### config.mk
export PLATFORM = sky130hd
export DESIGN_NAME = multi_main_control
export DESIGN_NICKNAME = d
export VERILOG_FILES = /design/src/rtl/multi_main_control_pkg.sv /design/src/rtl/multi_ctrl_decode.sv /design/src/rtl/multi_main_control.sv
export SDC_FILE = /design/constraint.sdc
export NUM_CORES = 1
export LEC_CHECK = 0
export BUFFER_PORTS_ARGS = -buffer_cell sky130_fd_sc_hd__buf_4
export CORE_ASPECT_RATIO = 0.6
export CORE_MARGIN = 10
export CORE_UTILIZATION = 47
export DETAILED_ROUTE_END_ITERATION = 8
export PLACE_DENSITY = 0.77
export SYNTH_ARGS = -nofsm -noshare
export SYNTH_HDL_FRONTEND = slang
export SYNTH_HIERARCHICAL = 1
export SYNTH_SLANG_ARGS = --single-unit
### constraint.sdc
create_clock -name clk -period 2.85 [get_ports clk]
set_input_delay 0.57 -clock clk [delete_from_list [all_inputs] [get_ports clk]]
set_output_delay 0.57 -clock clk [all_outputs]
set_load 0.01 [all_outputs]
### src/rtl/multi_main_control_pkg.sv
// multi_main_control_pkg: state, opcode and select encodings plus the control vector for the multi-cycle MIPS controller
package multi_main_control_pkg;
  typedef enum logic [3:0] {
    FETCH = 4'd0, DECODE = 4'd1, MEMADR = 4'd2, MEMRD = 4'd3, MEMWB = 4'd4, MEMWR = 4'd5,
    EXEC = 4'd6, ALUWB = 4'd7, BRANCH = 4'd8, JUMP = 4'd9, ADDIEX = 4'd10, ADDIWB = 4'd11
  } state_e;
  localparam logic [5:0] OP_LW = 6'b100011;
  localparam logic [5:0] OP_SW = 6'b101011;
  localparam logic [5:0] OP_RTYPE = 6'b000000;
  localparam logic [5:0] OP_BEQ = 6'b000100;
  localparam logic [5:0] OP_J = 6'b000010;
  localparam logic [5:0] OP_ADDI = 6'b001000;
  localparam logic [1:0] ALUOP_ADD = 2'b00;
  localparam logic [1:0] ALUOP_SUB = 2'b01;
  localparam logic [1:0] ALUOP_FUNCT = 2'b10;
  localparam logic [1:0] SRCB_B = 2'b00;
  localparam logic [1:0] SRCB_4 = 2'b01;
  localparam logic [1:0] SRCB_IMM = 2'b10;
  localparam logic [1:0] SRCB_SHIMM = 2'b11;
  localparam logic [1:0] PCSRC_ALU = 2'b00;
  localparam logic [1:0] PCSRC_ALUOUT = 2'b01;
  localparam logic [1:0] PCSRC_JUMP = 2'b10;
  typedef struct packed {
    logic       pcwrite;
    logic       pcwritecond;
    logic       iord;
    logic       memread;
    logic       memwrite;
    logic       irwrite;
    logic       memtoreg;
    logic       regdst;
    logic       regwrite;
    logic       alusrca;
    logic [1:0] alusrcb;
    logic [1:0] aluop;
    logic [1:0] pcsrc;
    logic       retire;
  } ctrl_t;
endpackage

### src/rtl/multi_ctrl_decode.sv
// multi_ctrl_decode: combinational map from (state, mem_ready) to the control vector; ADDI states live only under MULTI_ADDI_EN
module multi_ctrl_decode
  import multi_main_control_pkg::*;
(
  input  state_e state,
  input  logic   mem_ready,
  output ctrl_t  ctrl
);
  always_comb begin
    ctrl = '0;
    case (state)
      FETCH: begin
        ctrl.memread = 1'b1;
        ctrl.alusrcb = SRCB_4;
        ctrl.irwrite = mem_ready;
        ctrl.pcwrite = mem_ready;
      end
      DECODE: ctrl.alusrcb = SRCB_SHIMM;
      MEMADR: begin
        ctrl.alusrca = 1'b1;
        ctrl.alusrcb = SRCB_IMM;
      end
      MEMRD: begin
        ctrl.iord = 1'b1;
        ctrl.memread = 1'b1;
      end
      MEMWB: begin
        ctrl.memtoreg = 1'b1;
        ctrl.regwrite = 1'b1;
        ctrl.retire = 1'b1;
      end
      MEMWR: begin
        ctrl.iord = 1'b1;
        ctrl.memwrite = 1'b1;
        ctrl.retire = mem_ready;
      end
      EXEC: begin
        ctrl.alusrca = 1'b1;
        ctrl.aluop = ALUOP_FUNCT;
      end
      ALUWB: begin
        ctrl.regdst = 1'b1;
        ctrl.regwrite = 1'b1;
        ctrl.retire = 1'b1;
      end
      BRANCH: begin
        ctrl.alusrca = 1'b1;
        ctrl.aluop = ALUOP_SUB;
        ctrl.pcwritecond = 1'b1;
        ctrl.pcsrc = PCSRC_ALUOUT;
        ctrl.retire = 1'b1;
      end
      JUMP: begin
        ctrl.pcwrite = 1'b1;
        ctrl.pcsrc = PCSRC_JUMP;
        ctrl.retire = 1'b1;
      end
`ifdef MULTI_ADDI_EN
      ADDIEX: begin
        ctrl.alusrca = 1'b1;
        ctrl.alusrcb = SRCB_IMM;
      end
      ADDIWB: begin
        ctrl.regwrite = 1'b1;
        ctrl.retire = 1'b1;
      end
`endif
      default: ctrl = '0;
    endcase
  end
endmodule

### src/rtl/multi_main_control.sv
// multi_main_control: multi-cycle MIPS main controller (state register, next-state, retire counter, reset forcing); MULTI_ADDI_EN enables addi
module multi_main_control
  import multi_main_control_pkg::*;
#(
  parameter int CNT_W = 32
) (
  input  logic             clk,
  input  logic             reset_n,
  input  logic [5:0]       opcode,
  input  logic             zero,
  input  logic             mem_ready,
  output logic             pcwrite,
  output logic             pcwritecond,
  output logic             iord,
  output logic             memread,
  output logic             memwrite,
  output logic             irwrite,
  output logic             memtoreg,
  output logic             regdst,
  output logic             regwrite,
  output logic             alusrca,
  output logic [1:0]       alusrcb,
  output logic [1:0]       aluop,
  output logic [1:0]       pcsrc,
  output logic             illegal_op,
  output logic             retire,
  output logic [CNT_W-1:0] instr_count,
  output logic [3:0]       state
);
  state_e state_q, state_d;
  logic [CNT_W-1:0] count_q;
  ctrl_t dec, ctrl;
  logic known;
  multi_ctrl_decode u_dec (.state(state_q), .mem_ready(mem_ready), .ctrl(dec));
`ifdef MULTI_ADDI_EN
  assign known = opcode inside {OP_LW, OP_SW, OP_RTYPE, OP_BEQ, OP_J, OP_ADDI};
`else
  assign known = opcode inside {OP_LW, OP_SW, OP_RTYPE, OP_BEQ, OP_J};
`endif
  always_comb begin
    state_d = FETCH;
    case (state_q)
      FETCH:  state_d = mem_ready ? DECODE : FETCH;
      DECODE: state_d = (opcode == OP_LW || opcode == OP_SW) ? MEMADR :
                        opcode == OP_RTYPE ? EXEC :
                        opcode == OP_BEQ ? BRANCH :
                        opcode == OP_J ? JUMP :
`ifdef MULTI_ADDI_EN
                        opcode == OP_ADDI ? ADDIEX :
`endif
                        FETCH;
      MEMADR: state_d = opcode == OP_LW ? MEMRD : MEMWR;
      MEMRD:  state_d = mem_ready ? MEMWB : MEMRD;
      MEMWR:  state_d = mem_ready ? FETCH : MEMWR;
      EXEC:   state_d = ALUWB;
`ifdef MULTI_ADDI_EN
      ADDIEX: state_d = ADDIWB;
`endif
      default: state_d = FETCH;
    endcase
  end
  always_ff @(posedge clk) begin
    state_q <= !reset_n ? FETCH : state_d;
    count_q <= !reset_n ? '0 : count_q + CNT_W'(dec.retire);
  end
  assign ctrl = reset_n ? dec : '0;
  assign illegal_op = reset_n && state_q == DECODE && !known;
  assign {pcwrite, pcwritecond, iord, memread, memwrite, irwrite, memtoreg, regdst, regwrite,
          alusrca, alusrcb, aluop, pcsrc, retire} = ctrl;
  assign instr_count = count_q;
  assign state = state_q;
  logic unused;
  assign unused = zero;
endmodule

Word-level counts from Yosys, hierarchy flattened:

Cells that the tools add are included.

* memory bits (writable): 0
* word-level logic and storage cells: 52
* output and inout port bits: 54
* bits of input ports: 10
* bits in read-only memories: 0
* memories kept: 0
* register bits after elaboration: 36
* bits in latches: 0

* bitwise operators: 0
* multiplexer cells: 24
* equality and inequality tests: 13
* $add $sub $neg: 1
* shift operators: 0
* $lt $le $gt $ge: 0
* reductions and logical operators: 12
* divide/modulo/power cells: 0
* multiply operators: 0

Operators by type and width (count)
* $add 32x1->32: 1
* $pmux 4 s6: 1
* $mux 17: 1
* $eq 4x3->1 const B: 4
* $mux 4: 4
* $eq 6x6->1 const B: 2
* $mux 1: 10
* $mux 3: 3
* $eq 4x2->1 const B: 2
* $eq 4x4->1 const B: 2
* $pmux 2 s2: 2
* $eq 6x2->1 const B: 1
* $eq 6x3->1 const B: 1
* $logic_not 6->1: 1
* $pmux 2 s3: 1
* $reduce_or 2->1: 3
* $reduce_bool 5->1: 1
* $eq 4x1->1 const B: 1
* $logic_not 4->1: 1
* $pmux 1 s2: 2
* $reduce_or 4->1: 1
* $reduce_or 3->1: 1
* $logic_and 1x1->1: 2
* $logic_not 1->1: 1
* $logic_or 1x1->1: 1

Longest topological paths before layout:

Gate-level depths: netlist (run 1).

* depth in word-level cells: 6
* depth in mapped cells: 10
* depth with buffers taken out: 8

Hierarchy:

The synthesis (run 1) kept the hierarchy.

By module, submodules not included
* multi_main_control: area each 1951.9 µm², instances 1, sequential area each 720.7 µm², cells an instance 236
* multi_ctrl_decode: area each 227.7 µm², instances 1, sequential area each 0.0 µm², cells an instance 34

Least setup slack after synthesis (run 1):

OpenSTA, ideal clock, no wires.

* path kind: flip-flop to flip-flop
* from: register state_q[3] (netlist: state[3])
* to: register count_q[20] (netlist: instr_count[20])
* path buffers: 2
* clock period less this slack: 2.913 ns
* data required time: 2.778 ns
* library setup time: 0.072 ns
* cell stages (with the launch flop): 11
* data arrival time: 2.841 ns
* slack: -0.063 ns
* path through: dfxtp_1 buf_6 or3b_1 o31ai_1 ha_1 ha_1 nand2_1 or4_4 buf_2 nor4_1 mux2i_1

RTL lines
* from (decl): line multi_main_control.sv:30 `state_e state_q, state_d;`
* from (signal assigned): line multi_main_control.sv:63 `state_q <= !reset_n ? FETCH : state_d;`
* to (signal assigned): line multi_main_control.sv:64 `count_q <= !reset_n ? '0 : count_q + CNT_W'(dec.retire);`
* to (decl): line multi_main_control.sv:31 `logic [CNT_W-1:0] count_q;`

Worst setup path in the final report (run 1):

* from: register state_q[0] (netlist: state[0])
* to: output port illegal_op

* word-level cells in the longest chain between the ends: 3

Ends and longest elaborated chain
* $eq 4x1->1: line multi_main_control.sv:67 `assign illegal_op = reset_n && state_q == DECODE && !known;`
* $logic_and 1x1->1 (2 in series): line multi_main_control.sv:67
* to (decl): line multi_main_control.sv:25 `output logic illegal_op,`

Every way passes these cells.

==> results of run 1 <==
## critical path: cells and delay by family (launching register included)
kind	cells	cell delay [ps]
and+or+nand+nor	2	1080
DFF	1	370
buffers and inverters	2	410
## state kept, by name, indices dropped and copies added, names as in the netlist
register     flops
instr_count     32
state            4
## power by group through the flow
stage | sequential (µW) | combinational (µW) | clock, µW
2_1_floorplan | 519 | 37.6 | 0
3_3_place_gp | 517 | 71.8 | 0
3_5_place_dp | 517 | 73.2 | 0
4_1_cts | 505 | 73.2 | 349
5_1_grt | 505 | 80.2 | 375
6_report | 505 | 73.3 | 343
## cells in the mapped netlist, drive strengths merged
cell	instances
mux2i	4
or2b	1
a21o	1
nor4b	1
nor4bb	1
clkbuf	8
o31a	1
a31o	1
nand2b	9
nand2	18
nor2	14
or4bb	1
o21ai	10
or4	14
and3	4
clkinv	1
nor3b	4
and2	20
a31oi	1
buf	10
dfxtp	36
or3	8
or3b	4
xnor2	7
nor4	9
o32a	1
and3b	1
ha	2
nor2b	2
inv	5
nand3	11
a211oi	1
o31ai	11
a21oi	22
a311o	1
nor3	10
nand4	9
xor2	4
o21a	1
or4b	1
## per-stage QoR
step / cell area [µm²] / utilization
2_1_floorplan: 2180 / -
5_1_grt: 2820 / 0.624
3_5_place_dp: 2740 / 0.607
4_1_cts: 2820 / 0.624
6_report: 2820 / 0.624
3_3_place_gp: 2740 / 0.607
## cell type report
class | count | area [µm²]
fill | 417 | 1700
multi-input combinational | 210 | 1330
sequential | 36 | 722
timing repair buffer | 78 | 586
tap | 63 | 78.8
clock buffer | 6 | 72.6
inverter | 6 | 22.5
clock inverter | 1 | 5.00
## kinds of logic after synthesis
family                   count (synthesis)  synth area share
AND/OR/NAND/NOR                        142             0.394
AO/OA/AOI/OAI                           51             0.144
flip-flops                              36             0.331
buffers and inverters                   24            0.0580
XOR/XNOR                                11            0.0442
multiplexers                             4            0.0184
adder cells (fa/ha/maj)                  2            0.0115
## layout by cell type, fill, tap and decap left out, types with 4 or more instances in the layout
cell,n
nand2b_1,9
a21oi_1,21
o21ai_0,10
clkbuf_8,5
mux2i_1,4
nor3_1,10
nor4_1,8
nand2_1,18
nor3b_1,4
and3_1,4
xnor2_1,7
or4_1,12
inv_1,5
o31ai_1,11
xor2_1,4
dfxtp_1,35
or3_1,8
nor2_1,14
nand3_1,10
nand4_1,8
and2_1,20
buf_4,78
## worst max path at each step
stage / start / endpoint / slack [ps] / depth (start not counted)
after floorplan: state[1]$_SDFF_PN0_ / instr_count[20]$_SDFF_PN0_ / 30 / 10
after global placement: mem_ready / instr_count[18]$_SDFF_PN0_ / 90 / 9
after detailed placement: mem_ready / instr_count[24]$_SDFF_PN0_ / 10 / 9
after CTS: state[3]$_SDFF_PN0_ / instr_count[24]$_SDFF_PN0_ / 120 / 8
after global routing: state[3]$_SDFF_PN0_ / instr_count[18]$_SDFF_PN0_ / 3 / 8
final: state[0]$_SDFF_PN0_ / illegal_op / 130 / 4
## per-layer routing
metal | GRT usage | vias up | routed length (µm)
met4 | 0.0339 | 0 | 39
li1 | - | 1129 | -
met3 | 0.0688 | 5 | 459
met2 | 0.225 | 60 | 2660
met5 | 0 | - | 0
met1 | 0.204 | 1026 | 2910
==> reports/results.ini, run 1 <==
[synth]
netlist_instances=270
ys_ff_latch=36
synth_top_cell_by_area=dfxtp_1
synth.cell_area_um2=2180
synth_nets=282
synth_cell_types=48
yosysSeqAreaShare=0.331
synth.area.top_cells=dfxtp_1 33%, and2_1 5.7%, a21oi_1 4.8%, or4_1 4.1%, o31ai_1 3.8%
yosys_warnings=6
avgSynthCellArea_um2=8.07
synth_top_area_frac=0.331

[power]
totalPowerFinal_uw=921
p_int_uw=704
power_density_nw_per_um2=327
p_comb_frac=0.080
p_switching_uw=217
p_sw_frac=0.236
ir_drop_mv=0.143
pwr-share-clk=0.372
leakage_uw=0.00108
seqPwrFrac=0.548

[sta]
maxSlewViolCount=0
fmax_ghz=0.368
setup_viol=0
skew_ps=8.81
finalHoldViolations=0
timing.hold.ws_ps=486
fin_tns_setup_ps=0
layout_setup_ws_ps=130
relSlewSlack=0.673
fin_crit_ps=2720
rsz0062_at_grt=no
fin_crit_sh=0.954
worstMarginPinSlew_ps=486

[run]
max_cap_violations=0

[drt]
post_drt_wl_per_cell_um=15.2
wirelength_um=6060
vias_per_cell=5.55
drt-initial-drc-count=104
route.detailed.drc=0
antenna_left=0
dr.pass1.iters=4
num_vias=2220

[setup_path]
slowest_delay_ps=660
path_cells=buf_4, or4b_2, nor4bb_1, buf_4
start_kind=flop
crit_top_cell=buf_4
path_max_fanout=15
path_class=reg -> out
r2r_end=instr_count[24]$_SDFF_PN0_
reg2reg_slack_ps=140
r2r_cells=8
cp-end-kind=output pin
cp_slowest_cell=or4b_2
cp.arrival_ps=2150
cp.required_ps=2280
r2r_start=state[3]$_SDFF_PN0_

[hold_path]
min_from=instr_count[31]$_SDFF_PN0_
holdCritPathClass=reg -> reg
holdPathStages=2
hold_end=instr_count[31]$_SDFF_PN0_

[clocking]
root_buffer=clkbuf_8
ctsResizeCount=0
htreeDepth=2
cts.sink_count=36
clock_path_buffers=2
cts_tree=yes
clock_latency_ps=290
cts_buffers=5
cts_hold_buf=0
postCtsSetupBuffers=0
path_clk_slew_ps=70

[die]
die_y_um=72.8
start_util=0.483
dieArea_um2=7850
fp.dieW_um=108
boundaryPins=64
rows=19
core_area_um2=4520

[placement]
hpwlAfterDp_um=4590
place.gp.congestion=0.835
place_ws_ps=9.59
dp.cells=393
io_buffer_count=62

[final_layout]
diodes=0
final_cells=400
final_net_count=349
area_growth_pct=29.3
final_layout_size_suffix_gt1_frac=0.282

[global_route]
grt_max_degree=30
grt_pass1_wl_um=10000
track_usage=0.154
antenna_found_initial=0
grt_overflow=0
grt_pass1_vias=2060

[run_status]
status=completed

Power figures use the tool's default switching activity.
==> run 2: changes to the inputs <==
- SETUP_SLACK_MARGIN: unset -> 0.15
==> run 2 against run 1 <==
Routed wire length grew 4.0%. Largest cell class unchanged. Power grew 4.6%. Hold slack lost 11 ps. Utilization grew 3.5 points. Final cell count grew 2.5%. Sequential share of layout area shrank 1.1 points. First-iteration DRC count grew 22%. Die area is the same.
==> reports/results.ini, run 2 (synthesis results as in run 1) <==
[final_layout]
multi_input_area_um2=1390
largest_reg_flops=32
area_growth_pct=36.6
fillCellCount=408
final_net_count=358
mostFrequentLayoutCells=82 x buf_4, 33 x dfxtp_1, 20 x and2_1, 20 x a21oi_1, 17 x nand2_1
final_common_cell=buf_4
diodes=0
seq_area_um2=729
final_layout_size_suffix_gt1_frac=0.334

[setup_path]
cp.arrival_ps=2950
r2r_end=instr_count[18]$_SDFF_PN0_
cp-end-kind=flop
start_kind=flop
setup.worst_path.start=state[3]$_SDFF_PN0_
reg2reg_slack_ps=130
path_class=reg -> reg
r2r_start=state[3]$_SDFF_PN0_
cp.required_ps=3080
r2r_cells=9
path_max_fanout=6
endpoint=instr_count[18]$_SDFF_PN0_

[global_route]
grt_pass1_vias=2078
track_usage=0.152
grt_pass1_wl_um=9980
grt_max_degree=30
grt_overflow=0
antenna_found_initial=0

[placement]
io_buffer_count=62
place.gp.congestion=0.844
hpwlAfterDp_um=4310

[power]
ir_drop_mv=0.213
power_density_nw_per_um2=324
leakage_uw=0.00114

[sta]
fin_crit_sh=0.954
maxSlewViolCount=0
rsz0062_at_grt=yes
relSlewSlack=0.659
skew_ps=9.79
fin_tns_setup_ps=0
timing.hold.ws_ps=475
finalHoldViolations=0
worstMarginPinSlew_ps=512
fmax_ghz=0.368
setup_viol=0
fin_crit_ps=2720

[clocking]
htreeDepth=2
cts_buffers=5
cts_hold_buf=0
path_clk_slew_ps=80
clock_latency_ps=290
cts_tree=yes
root_buffer=clkbuf_8
cts.sink_count=36
clock_path_buffers=2

[drt]
antenna_left=0
num_vias=2259
wirelength_um=6310
dr.pass1.iters=4
route.detailed.drc=0
wl_met2_um=2790
drt-met1-wl_um=2910
drt-initial-drc-count=127
top_layer=met4
post_drt_wl_per_cell_um=15.4
wl_met3_um=579
vias_per_cell=5.51

[die]
fp.dieW_um=108
die_y_um=72.8
dieArea_um2=7850
boundaryPins=64
rows=19
start_util=0.483
core_area_um2=4520

[hold_path]
holdCritPathClass=reg -> reg

[run]
max_cap_violations=0

[run_status]
status=completed

## run 2: worst max-delay path, cell delays in order (launching register included)
cell and delay, ps:
dfxtp_4 370, nand2b_1 200, o31ai_4 330, ha_2 280
ha_4 140, nand2_2 60, or4_4 550, buf_6 150
or4_1 460, a21oi_1 130
## run 2: how the worst min path moves through the flow
stage	to	from	cells after the start	slack [ps]
floorplan	instr_count[31]$_SDFF_PN0_	instr_count[31]$_SDFF_PN0_	2	490
global placement	instr_count[31]$_SDFF_PN0_	instr_count[31]$_SDFF_PN0_	2	460
detailed placement	instr_count[31]$_SDFF_PN0_	instr_count[31]$_SDFF_PN0_	2	460
CTS	instr_count[31]$_SDFF_PN0_	instr_count[31]$_SDFF_PN0_	2	480
global route	instr_count[31]$_SDFF_PN0_	instr_count[31]$_SDFF_PN0_	2	500
finish	instr_count[31]$_SDFF_PN0_	instr_count[31]$_SDFF_PN0_	2	470
## run 2: timing repair
action,4_1_cts,5_1_grt
gates cloned,0,0
endpoints found under the setup margin,6,7
gates resized for setup,0,13
buffers inserted,1,9
pin swaps,3,7
hold endpoints to repair,0,0
## run 2: report_power, final
group / internal, µW / switching, µW
registers: 502 / 2.74
logic: 34.4 / 38.6
clock network: 197 / 189
## run 2: metrics by stage
step | area [µm²] | worst slack, ps | util | total power (µW) | instances
3_3_place_gp | 2770 | 60.9 | 0.612 | 587 | 392
5_1_grt | 2980 | 48.3 | 0.659 | 1010 | 410
6_report | 2980 | 132 | 0.659 | 963 | 410
2_1_floorplan | 2210 | 155 | - | 556 | 270
3_5_place_dp | 2770 | 1.41 | 0.612 | 588 | 392
4_1_cts | 2870 | 134 | 0.635 | 971 | 401
## run 2: cell type report
cell class	instances	area share
clock buffers	7	0.0290
clock inverters	1	0.00252
inverters	6	0.00757
multi-input cells	210	0.466
flip-flops and latches	36	0.245
well taps	63	0.0265
repair buffers	87	0.224
## run 2: per-layer routing
metal	track usage	vias up
met5	0	-
met2	0.229	58
met1	0.188	1058
met3	0.0794	4
met4	0.0354	0
li1	-	1139
